## src/rtl/bus_dmx_pkg.sv

```systemverilog
// Shared types and helpers for the bus_dmx_1_8 transfer scheduler.
package bus_dmx_pkg;

   localparam int DMX_ADDR_W   = 3;
   localparam int DMX_NUM_DEST = 8;

   typedef enum logic [1:0] {
      IDLE  = 2'd0,
      DRIVE = 2'd1,
      GAP   = 2'd2
   } state_e;

   function automatic logic [DMX_NUM_DEST-1:0] onehot8(input logic [DMX_ADDR_W-1:0] addr);
      logic [DMX_NUM_DEST-1:0] v;
      v       = '0;
      v[addr] = 1'b1;
      return v;
   endfunction

endpackage

```

## src/rtl/bus_dmx_tmr.sv

```systemverilog
// Loadable down-counter with zero flag; stops at zero until reloaded.
module bus_dmx_tmr #(
   parameter int W = 4
) (
   input  logic         clk,
   input  logic         rst_n,
   input  logic         load_i,
   input  logic [W-1:0] load_val_i,
   input  logic         dec_i,
   output logic         zero_o
);

   logic [W-1:0] cnt_q, cnt_d;

   always_comb begin
      cnt_d = cnt_q;
      if (load_i)
         cnt_d = load_val_i;
      else if (dec_i && (cnt_q != '0))
         cnt_d = cnt_q - W'(1);
   end

   always_ff @(posedge clk) begin
      if (!rst_n) cnt_q <= '0;
      else        cnt_q <= cnt_d;
   end

   assign zero_o = (cnt_q == '0);

endmodule

```

## src/rtl/bus_dmx_sched.sv

```systemverilog
// Transfer scheduler in front of bus_dmx_1_8: steer, strobe, wait for ack, turnaround gap.
// Define BUS_DMX_SCHED_TIMEOUT_EN to bound the ack wait by TIMEOUT_CYC cycles.
//
// state | meaning
// IDLE  | ready for a word; masked words are dropped here
// DRIVE | demux steered, one-hot strobe held until the addressed ack
// GAP   | strobe low, bus held, turnaround countdown
module bus_dmx_sched
   import bus_dmx_pkg::*;
#(
   parameter int N           = 8,
   parameter int GAP_CYC     = 1,
   parameter int TIMEOUT_CYC = 64
) (
   input  logic                    clk,
   input  logic                    rst_n,
   input  logic                    in_valid,
   output logic                    in_ready,
   input  logic [DMX_ADDR_W-1:0]   in_addr,
   input  logic [N-1:0]            in_data,
   input  logic [DMX_NUM_DEST-1:0] cfg_mask,
   output logic [DMX_ADDR_W-1:0]   dmx_addr,
   output logic [N-1:0]            dmx_x,
   output logic [DMX_NUM_DEST-1:0] out_stb,
   input  logic [DMX_NUM_DEST-1:0] out_ack,
   output logic                    drop_pulse,
   output logic [7:0]              drop_cnt,
   output logic                    err_timeout
);

   localparam logic [3:0] GAP_LOAD = (GAP_CYC > 0) ? 4'(GAP_CYC - 1) : 4'd0;

   state_e                    state_q;
   logic [DMX_ADDR_W-1:0]     dmx_addr_q;
   logic [N-1:0]              dmx_x_q;
   logic [DMX_NUM_DEST-1:0]   out_stb_q;
   logic                      drop_pulse_q;
   logic [7:0]                drop_cnt_q;
   logic                      ack_hit, tmo_hit, xfer_end, gap_zero;

   // dmx_addr_q doubles as the latched destination for the word in flight
   assign ack_hit  = (state_q == DRIVE) && out_ack[dmx_addr_q];
   assign xfer_end = ack_hit || tmo_hit;

   bus_dmx_tmr #(.W(4)) u_gap_tmr (
      .clk        (clk),
      .rst_n      (rst_n),
      .load_i     (xfer_end),
      .load_val_i (GAP_LOAD),
      .dec_i      (state_q == GAP),
      .zero_o     (gap_zero)
   );

`ifdef BUS_DMX_SCHED_TIMEOUT_EN
   logic tmo_zero, err_q;

   bus_dmx_tmr #(.W(8)) u_tmo_tmr (
      .clk        (clk),
      .rst_n      (rst_n),
      .load_i     ((state_q == IDLE) && in_valid && !cfg_mask[in_addr]),
      .load_val_i (8'(TIMEOUT_CYC - 1)),
      .dec_i      (state_q == DRIVE),
      .zero_o     (tmo_zero)
   );

   // an ack landing on the last allowed cycle takes priority over the timeout
   assign tmo_hit = (state_q == DRIVE) && tmo_zero && !out_ack[dmx_addr_q];

   always_ff @(posedge clk) begin
      if (!rst_n) err_q <= 1'b0;
      else        err_q <= tmo_hit;
   end

   assign err_timeout = err_q;
`else
   logic unused_tmo;
   assign unused_tmo  = |8'(TIMEOUT_CYC);
   assign tmo_hit     = 1'b0;
   assign err_timeout = 1'b0;
`endif

   always_ff @(posedge clk) begin
      if (!rst_n) begin
         state_q      <= IDLE;
         dmx_addr_q   <= '0;
         dmx_x_q      <= '0;
         out_stb_q    <= '0;
         drop_pulse_q <= 1'b0;
         drop_cnt_q   <= '0;
      end else begin
         drop_pulse_q <= 1'b0;
         case (state_q)
            IDLE: begin
               if (in_valid) begin
                  if (cfg_mask[in_addr]) begin
                     drop_pulse_q <= 1'b1;
                     if (drop_cnt_q != 8'hFF) drop_cnt_q <= drop_cnt_q + 8'd1;
                  end else begin
                     dmx_addr_q <= in_addr;
                     dmx_x_q    <= in_data;
                     out_stb_q  <= onehot8(in_addr);
                     state_q    <= DRIVE;
                  end
               end
            end
            DRIVE: begin
               if (xfer_end) begin
                  out_stb_q <= '0;
                  state_q   <= (GAP_CYC > 0) ? GAP : IDLE;
               end
            end
            GAP: begin
               if (gap_zero) state_q <= IDLE;
            end
            default: state_q <= IDLE;
         endcase
      end
   end

   assign in_ready   = (state_q == IDLE);
   assign dmx_addr   = dmx_addr_q;
   assign dmx_x      = dmx_x_q;
   assign out_stb    = out_stb_q;
   assign drop_pulse = drop_pulse_q;
   assign drop_cnt   = drop_cnt_q;

endmodule
```

## config.mk

```make
export PLATFORM = sky130hd
export DESIGN_NAME = bus_dmx_sched
export DESIGN_NICKNAME = d
export VERILOG_FILES = /design/src/rtl/bus_dmx_pkg.sv /design/src/rtl/bus_dmx_tmr.sv /design/src/rtl/bus_dmx_sched.sv
export SDC_FILE = /design/constraint.sdc
export NUM_CORES = 1
export LEC_CHECK = 0
export BUFFER_PORTS_ARGS = -buffer_cell sky130_fd_sc_hd__buf_4
export CORE_UTILIZATION = 30
export CTS_CLUSTER_SIZE = 16
export DETAILED_ROUTE_END_ITERATION = 7
export PLACE_DENSITY = 0.53
export SKIP_LAST_GASP = 1
export SLEW_MARGIN = 20
export SYNTH_ARGS = -nofsm -noshare
export SYNTH_HDL_FRONTEND = slang
export SYNTH_SLANG_ARGS = --single-unit
```

## constraint.sdc

```tcl
create_clock -name clk -period 4.7 [get_ports clk]
set_clock_uncertainty 0.2 [all_clocks]
set_input_delay 0.94 -clock clk [delete_from_list [all_inputs] [get_ports clk]]
set_output_delay 0.94 -clock clk [all_outputs]
set_load 0.005 [all_outputs]
```

Word-level counts from Yosys, hierarchy flattened
Cells that the tools add are included.
- word-level logic and storage cells: 50
- output and inout port bits: 30
- input bits: 30
- register bits after elaboration: 34
- muxes and demuxes: 16
- reductions and logical operators: 13
- add/subtract/negate cells: 2
- bitwise operators: 2
- equality and inequality tests: 7
- magnitude comparators: 3
- operator list (operator ; number):
    $mux W8 ; 3
    $pmux W8 S2 ; 1
    $reduce_and A4 Y1 ; 3
    $add A8 B1 Y8 const B ; 1
    $lt A3 B4 Y1 const B ; 2
    $mux W2 ; 4
    $ne A2 B2 Y1 const B ; 4
    $ne A8 B8 Y1 const B ; 1
    $bmux W1 S3 ; 2
    $pmux W2 S3 ; 1
    $reduce_and A3 Y1 ; 2
    $logic_not A4 Y1 ; 1
    $mux W1 ; 4
    $reduce_bool A4 Y1 ; 1
    $sub A4 B1 Y4 const B ; 1
    $demux W1 S3 ; 1
    $ge A3 B1 Y1 const B ; 1
    $logic_and A1 B1 Y1 ; 3
    $eq A2 B1 Y1 const B ; 1
    $eq A2 B2 Y1 const B ; 1
    $logic_not A2 Y1 ; 1
    $not A1 Y1 ; 2
    $reduce_bool A2 Y1 ; 1
    $reduce_or A2 Y1 ; 1

Longest topological paths before layout
Gate-level depths: netlist of the first run.
- word-level depth: 7
- depth in mapped cells: 8
- mapped depth without buffers: 6

Cells and area by module
From an unflattened synthesis of the first run, not the netlist that was laid out.
- cells, all modules: 190
- area total of the unflattened synthesis: 1685.4 um^2
- by module, submodules not included (module ; area an instance (um^2) ; instances ; sequential area each (um^2) ; cells an instance):
    bus_dmx_sched ; 1428.9 ; 1 ; 600.6 ; 159
    bus_dmx_tmr ; 256.5 ; 1 ; 80.1 ; 31

Least setup slack after synthesis of the first run
OpenSTA, ideal clock, no wires.
- path kind: input port to flip-flop
- start: in in_addr[1]
- end: reg out_stb_q[4], in the netlist out_stb[4]
- path buffers: 1
- library setup time: 0.069 ns
- required time: 4.431 ns
- arrival time: 2.204 ns
- stages: 6
- setup slack: 2.226 ns
- cells stage by stage: mux2_2 a21oi_1 o21ai_2 buf_6 or4_1 o21ai_1
- word-level cells in the longest chain between the ends: 7
- elaborated cells on any way between the ends: 12
- those cells by class: 2 x order compare; 1 x eq/ne; 7 x mux; 2 x reduce/logical
- ends and longest elaborated chain (item ; line ; RTL):
    from (decl) ; bus_dmx_sched.sv:19 ; input logic [DMX_ADDR_W-1:0] in_addr,
    $lt A3 B4 Y1 (not written as such) / $ge A3 B1 Y1 (equally long branches) ; bus_dmx_pkg.sv:16 ; v[addr] = 1'b1;
    $logic_and A1 B1 Y1 (not written as such) ; bus_dmx_pkg.sv:16 ;
    $mux W1 (not written as such) ; bus_dmx_pkg.sv:16 ;
    $demux W1 S3 ; bus_dmx_pkg.sv:16 ;
    $mux W8 ; bus_dmx_sched.sv:95 ; if (cfg_mask[in_addr]) begin
    $mux W8 ; bus_dmx_sched.sv:94 ; if (in_valid) begin
    $pmux W8 S2 ; bus_dmx_sched.sv:92 ; case (state_q)
    to (signal assigned) ; bus_dmx_sched.sv:101 ; out_stb_q <= onehot8(in_addr);
    to (decl) ; bus_dmx_sched.sv:36 ; logic [DMX_NUM_DEST-1:0] out_stb_q;
Several ways; a longest one is shown, not always the timed one. The select of a mux whose other input is x is not followed.
A chain may end at the register's enable or synchronous reset.

Worst setup path after layout of the first run
- start: in in_addr[1]
- end: reg out_stb_q[5], in the netlist out_stb[5]
The elaborated chain is that of the path after synthesis.

==> results.md, run 1 <==
- Critical path data arrival time: 2680 ps
- Worst Hold Path Cells: 1
- Headroom to the max-slew limit: 0.282
- Required @ worst endpoint: 4710 ps
- Setup tns final: 0 ps
- Sequential area share after synthesis: 0.423
- Io pins: 60
- R2R depth: 5
- Global-route wire length before repair: 6040 um
- Hold crit path type: register to register
- Outcome: completed
- Most common cell after layout, fill and taps aside: buf_4
- Max Cap Viol: 0
- Clock power frac: 0.341
- Post-synth EDFFs: 0
- Synth Area in Compound Gates: 0.135
- Fin cells: 294
- Cells after DPL: 288
- Slew Viols, Final: 0
- CP Cell Sequence: buf_4 > mux2_2 > a21oi_1 > o21ai_2 > or4b_1 > o21ai_0
- CTS sink cnt: 34
- Asr flop ratio synth: 0
- Tcrit/Tclk final: 0.568
- Final Cell Area: 2150 sq um
- Pint: 0.468 mW
- Drt initial violations: 51
- GRT overflow: 0
- Endpoint class of the critical path: register
- Pin slew with the least headroom to its limit: 1080 ps
- Register-to-register setup slack: 2490 ps
- Yosys warns: 0
- CTS tree: yes
- Clock transition at path regs: 70 ps
- Synth Area in Adders: 0.0156
- Reg-to-Reg End: out_stb[1]
- Hpwl dp: 2750 um
- Effective utilization at floorplan: 0.313
- Hold Vio Cnt, Final: 0
- Antenna violations before repair: 0
- Reg2Reg Launch Point: dmx_addr[0]
- Top FF cell, synth: dfxtp_1
- PostCTS Resize Cnt: 0
- Dpl cell area: 2070 sq um
- Sw frac: 0.254
- Total net switching power: 0.160 mW
- Clk root buf: clkbuf_8
- Vias in the first global route: 1271
- Peak supply drop: 0.141 mV
- RSZ-0062 raised after global routing: no
- Buffers on Ports: 58
- XOR/XNOR Fraction of Synth Area: 0.0109
- Part of the power in registers: 0.493
- N_diodes: 0
- Post-Syn Area: 1610 sq um
- Clock buffer depth: 2
- Fin nets: 257
- Fin Hold WS: 251 ps
- Slowest stage delay, CP: 590 ps
- F_max: 374 MHz
- DIE HEIGHT: 75.2 um
- Mean routed wirelength per cell: 13.1 um
- Most frequent cells in the layout: buf_4, dfxtp_1, nor2_1, mux2i_1, nand2_1
- Num CTS Buffers: 5
- Post-route ant nets: 0
- Clk_lat worst skew: 280 ps
- Vias: 1435
- # setup viols final: 0
- Total die area: 5660 sq um
- Maximum fanout along the worst path: 20
- Share of post-route cells with drive strength above 1: 0.344
- DRT Wirelength: 3850 um
- Post-Synth Simple-Gate Area: 0.218
- Cells after Synth: 168
- Area Growth Syn to Fin: 33.9%
- Core Footprint: 5140 sq um
- H-tree depth: 2
- Slowest cell on the critical path: or4b_1
- GRT Overall Usage: 0.142
- Yosys reg bits: 34
- Tot Pwr: 0.627 mW
- Tmin final: 2670 ps
- Library cells used by synthesis: 46
- Vias per cell: 4.88
- Largest net degree at the start of global routing: 21
- Final Wtd Congestion: 0.713
- Mux cell area share after synthesis: 0.151
- Net count after synthesis: 200
- Static leakage: 0.949 nW
- Drt first pass iters: 4
- # rows: 26
- Worst hold endpoint: out_stb[0]
- Drt drc: 0
- Mean Syn Cell Area: 9.57 sq um
- Comb power frac: 0.166
- Die Span X: 75.2 um
- Setup CP Type: input port to register
- Worst Setup Start Kind: input port
- Pwr dens: 291 nW/um^2
- Cts hold-fix bufs: 0
- Main combinational cell family by area after synthesis: simple AND/OR/NAND/NOR gates
- Post-CTS setup buffers: 0
- Hold_sp: out_stb[0]
## synth_stat cells (2+ instances only)
library cell	n	share of area
mux4_2	2	0.028
nand3_1	2	0.0062
o21ai_0	5	0.016
mux2_2	2	0.014
inv_1	2	0.0047
o21ai_2	2	0.011
nor3_1	3	0.0093
buf_6	3	0.021
buf_4	2	0.0093
nand2_1	13	0.030
nand4_1	4	0.016
mux2i_1	16	0.10
a21o_1	4	0.019
clkbuf_1	3	0.0070
a21oi_1	7	0.022
ha_1	2	0.016
nand2b_1	6	0.023
dfxtp_1	34	0.42
nor4b_1	2	0.011
a211oi_1	2	0.0093
nor3b_1	3	0.014
nor2_1	21	0.049
or3_1	5	0.019
## power groups by stage
stage | Clock [mW] | Combinational (mW) | Sequential [mW]
finish | 0.214 | 0.104 | 0.309
global route | 0.233 | 0.115 | 0.310
CTS | 0.221 | 0.105 | 0.309
detailed placement | 0 | 0.105 | 0.315
global placement | 0 | 0.104 | 0.316
floorplan | 0 | 0.0624 | 0.314
## final cells by class
class	instances	area, sq um
clock buffer	6	82.6
tap	70	87.6
sequential	34	681
timing repair buffer	58	435
fill	557	2990
inverter	3	11.3
multi-input combinational	123	856
## registers in the layout, summed over array words and instances (netlist names)
name,flops
out_stb,8
drop_pulse,1
dmx_addr,3
state_q,2
dmx_x,8
u_gap_tmr.cnt_q,4
drop_cnt,8
## per-layer routing
layer,vias to the layer above,track usage,wire length [um]
met1,650,0.202,1930
met5,-,0,0
met3,5,0.0415,282
met4,0,0.0556,56
met2,59,0.202,1580
li1,721,-,-
## worst max-delay path: cells and delay by family
family	cells	cell delay [ps]
muxes	1	350
AOI/OAI and AO/OA	3	630
buffers and inverters	1	160
and+or+nand+nor	1	590
## stage by stage
stage / utilization / setup slack [ps]
2_1_floorplan: - / 2230
5_1_grt: 0.419 / 1910
3_5_place_dp: 0.403 / 1750
6_report: 0.419 / 2030
3_3_place_gp: 0.403 / 1770
4_1_cts: 0.419 / 2040
## how the worst max path moves through the flow
stage          cells after the start    endpoint        from  slack [ps]
2_1_floorplan                      6  out_stb[4]  in_addr[1]        2230
3_3_place_gp                       6  out_stb[5]  in_addr[1]        1770
3_5_place_dp                       6  out_stb[5]  in_addr[1]        1750
5_1_grt                            6  out_stb[5]  in_addr[1]        1910
6_report                           6  out_stb[5]  in_addr[1]        2030
4_1_cts                            6  out_stb[5]  in_addr[1]        2040
## cell families after synthesis
logic type      count (synthesis)
fa+ha+maj                       2
compound gates                 30
flops                          34
other cells                     1
xor+xnor                        2
buf+inv                        11
mux                            21
simple gates                   67
Note: power is estimated with default switching activity, not from simulation.
==> inputs of run 2 (changes only) <==
- ABC_AREA: not set -> 1
- PLACE_DENSITY: 0.53 -> 0.52
- clock period: 4.7 -> 2.55 ns (I/O delays scaled with it)
==> results.md, run 2 <==
- Outcome: completed
- # rows: 28 (+7.7%)
- Clk root buf: clkbuf_8
- Global-route wire length before repair: 7380 um (+22%)
- Largest area contributor in the netlist: dfxtp_1
- Total die area: 6660 sq um (+18%)
- Clk_lat worst skew: 280 ps (about the same)
- Cells after Synth: 265 (+58%)
- Max Cap Viol: 0 (unchanged)
- Num CTS Buffers: 5 (unchanged)
- Sequential area share after synthesis: 0.358 (-0.0652)
- Die Span X: 81.6 um (+8.5%)
- Buffers on Ports: 58 (unchanged)
- Cells after DPL: 388 (+35%)
- Slew Viols, Final: 0 (unchanged)
- Total net switching power: 0.383 mW (+140%)
- Critical path data arrival time: 1890 ps (-790 ps)
- Crit path buf inv count: 2 (+1)
- Post-Syn Area: 1900 sq um (+18%)
- Yosys reg bits: 34 (unchanged)
- Clock transition at path regs: 70 ps (about the same)
- RSZ-0062 raised after global routing: no
- Vias in the first global route: 1621 (+28%)
- GRT Overall Usage: 0.146 (+0.00396)
- Comb power frac: 0.232 (+0.066)
- Post-route ant nets: 0 (unchanged)
- Drt first pass iters: 4 (unchanged)
- Setup CP Type: input port to register
- Post-synth EDFFs: 0 (unchanged)
- Drt drc: 0 (unchanged)
- # setup viols final: 0 (unchanged)
- Worst Setup Start Kind: input port
- Mean Syn Cell Area: 7.17 sq um (-25%)
- Pwr dens: 540 nW/um^2 (+85%)
- CTS sink cnt: 34 (unchanged)
- Fin cells: 396 (+35%)
- N_diodes: 0 (unchanged)
- Worst setup margin: 674 ps (-1350 ps)
- Clock buffer depth: 2 (unchanged)
- F_max: 533 MHz
- Mean routed wirelength per cell: 11.8 um (-9.9%)
- Most common cell in the netlist: nand2_1
- DRT Wirelength: 4670 um (+21%)
- Slowest stage delay, CP: 350 ps (-240 ps)
- Hold crit path type: register to register
- Antenna violations before repair: 0 (unchanged)
- H-tree depth: 2 (unchanged)
- Post-CTS setup buffers: 0 (unchanged)
- Part of the power in registers: 0.453 (-0.040)
- Sw frac: 0.292 (+0.0373)
- Effective utilization at floorplan: 0.315 (+0.00260)
- Share of post-route cells with drive strength above 1: 0.252 (-0.0914)
- Core Footprint: 6030 sq um (+17%)
- Clock power frac: 0.315 (-0.026)
- Cts hold-fix bufs: 0 (unchanged)
- CP Cell Sequence: buf_4 > inv_8 > nand2_2 > nand2_1 > nand2_1 > nand2_1 > nand2_2 > nand3_4 > nand3b_1 > nand2_1 > nor2_1
- Area Growth Syn to Fin: 27.8%
- Endpoint class of the critical path: register
- Top post-synthesis cells by area: dfxtp_1, nand2_1, a21oi_1
- Vias per cell: 4.59 (-6.0%)
- PostCTS Resize Cnt: 0 (unchanged)
- Asr flop ratio synth: 0 (unchanged)
- Fillers: 677 (+22%)
- Vias: 1817 (+27%)
- Peak supply drop: 0.206 mV (+46%)
- Yosys warns: 0 (unchanged)
- Top FF cell, synth: dfxtp_1
- Net count after synthesis: 297 (+49%)
- Hold Vio Cnt, Final: 0 (unchanged)
- Headroom to the max-slew limit: 0.625 (+0.343)
- Tmin final: 1880 ps
- Most frequent cells after synthesis: nand2_1, dfxtp_1, a21oi_1
- DIE HEIGHT: 81.6 um (+8.5%)
- CTS tree: yes
- Pre-CTS setup slack: 375 ps (-1380 ps)
- Setup tns final: 0 ps (unchanged)
- Tcrit/Tclk final: 0.736
- Crit path max-delay family: simple AND/OR/NAND/NOR gates
- Io pins: 60 (unchanged)
- Most common cell after layout, fill and taps aside: nand2_1
- Pint: 0.929 mW (+99%)
- Pin slew with the least headroom to its limit: 558 ps (-518 ps)
- Share of the synthesized area in the top cell type: 0.358 (-0.0652)
- GRT overflow: 0 (unchanged)
- Static leakage: 1.11 nW (+17%)
- Required @ worst endpoint: 2570 ps (-2140 ps)
- Library cells used by synthesis: 27 (-41%)
- Most frequent cell on the critical path: nand2_1
- Largest net degree at the start of global routing: 31 (+48%)
- Slowest cell on the critical path: nand3_4
- Most frequent cells in the layout: nand2_1, buf_4, dfxtp_1, a21oi_1, nor2_1
- Drt initial violations: 70 (+37%)
- Hpwl dp: 3380 um (+23%)
- Final Wtd Congestion: 0.779 (+9.2%)
- Maximum fanout along the worst path: 30 (+50%)
- Fin nets: 352 (+37%)
[run 2: worst paths after layout]
check / slack (ps) / startpoint / end / cells after the start
max: 670 / in_addr[0] / out_stb[4] / 11
min: 260 / u_gap_tmr.cnt_q[2] / u_gap_tmr.cnt_q[2] / 2
min reg2reg: 260 / u_gap_tmr.cnt_q[2] / u_gap_tmr.cnt_q[2] / 2
max reg2reg: 800 / state_q[0] / out_stb[4] / 6
[run 2: worst register-to-register path, delay by kind of cell (launching register included)]
| kind | cells | cell delay [ps] |
|---|---|---|
| AND/OR/NAND/NOR | 5 | 990 |
| flip-flops | 1 | 420 |
| buffers and inverters | 1 | 80 |
[run 2: per-stage QoR]
step	power, mW	hold slack [ps]	utilization	area (sq um)
floorplan	0.801	239	-	1900
global placement	0.910	253	0.388	2340
detailed placement	0.913	254	0.388	2340
CTS	1.33	264	0.403	2430
global route	1.40	282	0.403	2430
finish	1.31	259	0.403	2430
[run 2: cell type report]
type | count | area [sq um] | share of cell area
clock buffer | 7 | 86.3 | 0.0355
multi-input combinational | 192 | 1000 | 0.413
tap | 75 | 93.8 | 0.0386
inverter | 27 | 109 | 0.0448
clock inverter | 1 | 5.00 | 0.00206
sequential | 34 | 681 | 0.280
timing repair buffer | 60 | 450 | 0.185
[run 2: per-layer routing]
metal,vias to the layer above,track usage,part of all wire
met5,-,0,0
met4,0,0.0474,0.012
met3,6,0.0389,0.047
met2,33,0.237,0.45
met1,792,0.188,0.49
li1,986,-,-
[run 2: kinds of logic after synthesis]
family / after synthesis / synth area share
DFF: 34 / 0.358
and+or+nand+nor: 154 / 0.413
AOI/OAI and AO/OA: 31 / 0.0816
other: 1 / 0.00197
adders and majority gates: 2 / 0.0132
buffers and inverters: 39 / 0.114
xor gates and xnor gates: 4 / 0.0184
[run 2: power groups by stage]
stage               Clock, mW  Combinational [mW]  Sequential [mW]
finish                  0.413               0.305            0.595
floorplan                   0               0.196            0.604
CTS                     0.427               0.307            0.595
global placement            0               0.302            0.608
global route            0.456               0.342            0.598
detailed placement          0               0.306            0.607
==> inputs of run 3 (changes only) <==
- ABC_AREA: 1 -> 0
- PLACE_DENSITY: 0.52 -> 0.55
- clock period: 2.55 -> 1.7 ns (I/O delays scaled with it)
==> results.md, run 3 (synthesized netlist as in run 1, its figures left out) <==
- Area taken by multi-input logic gates: 958 sq um (-4.5%)
- Clk_lat worst skew: 290 ps (about the same)
- Reg2Reg Launch Point: state_q[0]
- CTS sink cnt: 34 (unchanged)
- FF+latch area: 686 sq um (+0.74%)
- Fin nets: 291 (-17%)
- Area Growth Syn to Fin: 59.1%
- Die Span X: 75.2 um (-7.8%)
- Hold Vio Cnt, Final: 0 (unchanged)
- Final Wtd Congestion: 0.729 (-6.5%)
- Final Cell Area: 2560 sq um (+5.3%)
- Drt first pass iters: 4 (unchanged)
- Worst setup margin: -218 ps (-892 ps)
- DRT Wirelength: 4080 um (-13%)
- Tmin final: 1920 ps
- Global-route wire length before repair: 6620 um (-10%)
- Worst hold endpoint: dmx_x[7]
- RSZ-0062 raised after global routing: yes
- Reg-to-Reg End: drop_cnt[4]
- Dpl cell area: 2350 sq um (+0.54%)
- M1 wire length: 1960 um (-14%)
- Peak supply drop: 0.378 mV (+83%)
- Mean routed wirelength per cell: 12.4 um (+4.7%)
- Max Cap Viol: 0 (unchanged)
- Vias per cell: 4.67 (+1.7%)
- Setup CP Type: register to register
- Largest net degree at the start of global routing: 19 (-39%)
- Maximum fanout along the worst path: 6 (-80%)
- Pwr dens: 783 nW/um^2 (+45%)
- Io pins: 60 (unchanged)
- Slowest cell on the critical path: or3b_4
- Drt drc: 0 (unchanged)
- Static leakage: 1.14 nW (+2.7%)
- Slew Viols, Final: 0 (unchanged)
- Failing checks: negative setup slack
- Pre-CTS setup slack: -316 ps (-692 ps)
- Uppermost layer routed: met4
- Clock buffer depth: 2 (unchanged)
- GRT Overall Usage: 0.156 (+0.0100)
- Drt initial violations: 34 (-51%)
- F_max: 521 MHz
- Effective utilization at floorplan: 0.313 (-0.00260)
- Worst Hold Path Cells: 3 (+1)
- Core Footprint: 5140 sq um (-15%)
- Antenna violations before repair: 0 (unchanged)
- GRT overflow: 0 (unchanged)
- Slowest stage delay, CP: 410 ps (+60 ps)
- Most frequent cells in the layout: buf_4, dfxtp_1, nor2_1, mux2i_1, nand2_1
- Vias in the first global route: 1479 (-8.8%)
- Met3 Wirelength: 223 um (+1.4%)
- Endpoint class of the critical path: register
- # setup viols final: 20 (+20)
- Fillers: 531 (-22%)
- CP Cell Sequence: or3b_4 > a41oi_4 > nand4_1 > or3_1 > a21oi_1
- Outcome: finished, violations left
- Clock transition at path regs: 80 ps (about the same)
- CTS tree: yes
- Met2 wire length: 1800 um (-15%)
- Hold crit path type: input port to register
- Total die area: 5660 sq um (-15%)
- Hpwl dp: 3110 um (-7.8%)
- Buffers on Ports: 58 (unchanged)
- N_diodes: 0 (unchanged)
- Cts hold-fix bufs: 0 (unchanged)
- Tcrit/Tclk final: 1.13
- H-tree depth: 2 (unchanged)
- Worst Setup Start Kind: register
- Register-to-register setup slack: -220 ps (-1020 ps)
- # rows: 26 (-7.1%)
- Num CTS Buffers: 5 (unchanged)
- Share of post-route cells with drive strength above 1: 0.492 (+0.240)
- Post-route ant nets: 0 (unchanged)
- Vias: 1540 (-15%)
- Most common cell after layout, fill and taps aside: buf_4
- DIE HEIGHT: 75.2 um (-7.8%)
- Critical path data arrival time: 1940 ps (+50 ps)
- Required @ worst endpoint: 1720 ps (-850 ps)
- Clk root buf: clkbuf_8
- Hold_sp: in_data[7]
- R2R depth: 5 (-1)
[run 3: metal layers]
layer	track usage	up-vias
met5	0	-
met4	0.0617	0
met3	0.0442	9
met2	0.243	44
met1	0.204	702
li1	-	785
[run 3: where the power goes]
group | leakage, nW | switching [mW] | internal [mW]
logic | 0.811 | 0.172 | 0.227
clock network | 0.0547 | 0.320 | 0.437
registers | 0.277 | 0.0193 | 0.826
total | 1.14 | 0.511 | 1.49
[run 3: worst max-delay path, delay by kind of cell, from the launching register on]
family           cells  cell delay, ps
AND/OR/NAND/NOR      3             920
flip-flops           1             330
AO/OA/AOI/OAI        2             400
[run 3: worst max-delay path by stage]
stage	depth (start not counted)	to	start	slack, ps
2_1_floorplan	7	out_stb[4]	in_addr[1]	-160
3_3_place_gp	6	drop_cnt[1]	in_addr[1]	-270
3_5_place_dp	6	drop_cnt[1]	in_addr[1]	-320
4_1_cts	5	drop_cnt[3]	state_q[0]	-170
5_1_grt	5	drop_cnt[4]	state_q[0]	-300
6_report	5	drop_cnt[4]	state_q[0]	-220
[run 3: what timing repair did]
item | in CTS | in global routing
endpoints found under the hold margin | 0 | 0
buffers inserted | 0 | 1
setup endpoints to repair | 22 | 33
cloned | 0 | 0
resized for setup | 9 | 8
pin swaps | 8 | 4
[run 3: metrics by stage]
stage          hold WS, ps   util  power (mW)  std cells  TNS (ps)
2_1_floorplan          245      -        1.05        168     -1090
4_1_cts               72.3  0.488        2.02        329     -2000
5_1_grt               74.9  0.498        2.09        330     -4290
6_report              76.9  0.498        2.00        330     -1780
3_5_place_dp           245  0.457        1.24        321     -6230
3_3_place_gp           240  0.457        1.23        321     -5490
[run 3: layout make-up]
class                   instances  area share
multi-input cells             123       0.375
repair buffers                 92       0.274
flip-flops and latches         34       0.268
well taps                      70      0.0342
clock buffers                   5      0.0269
clock inverters                 3      0.0171
inverters                       3     0.00440
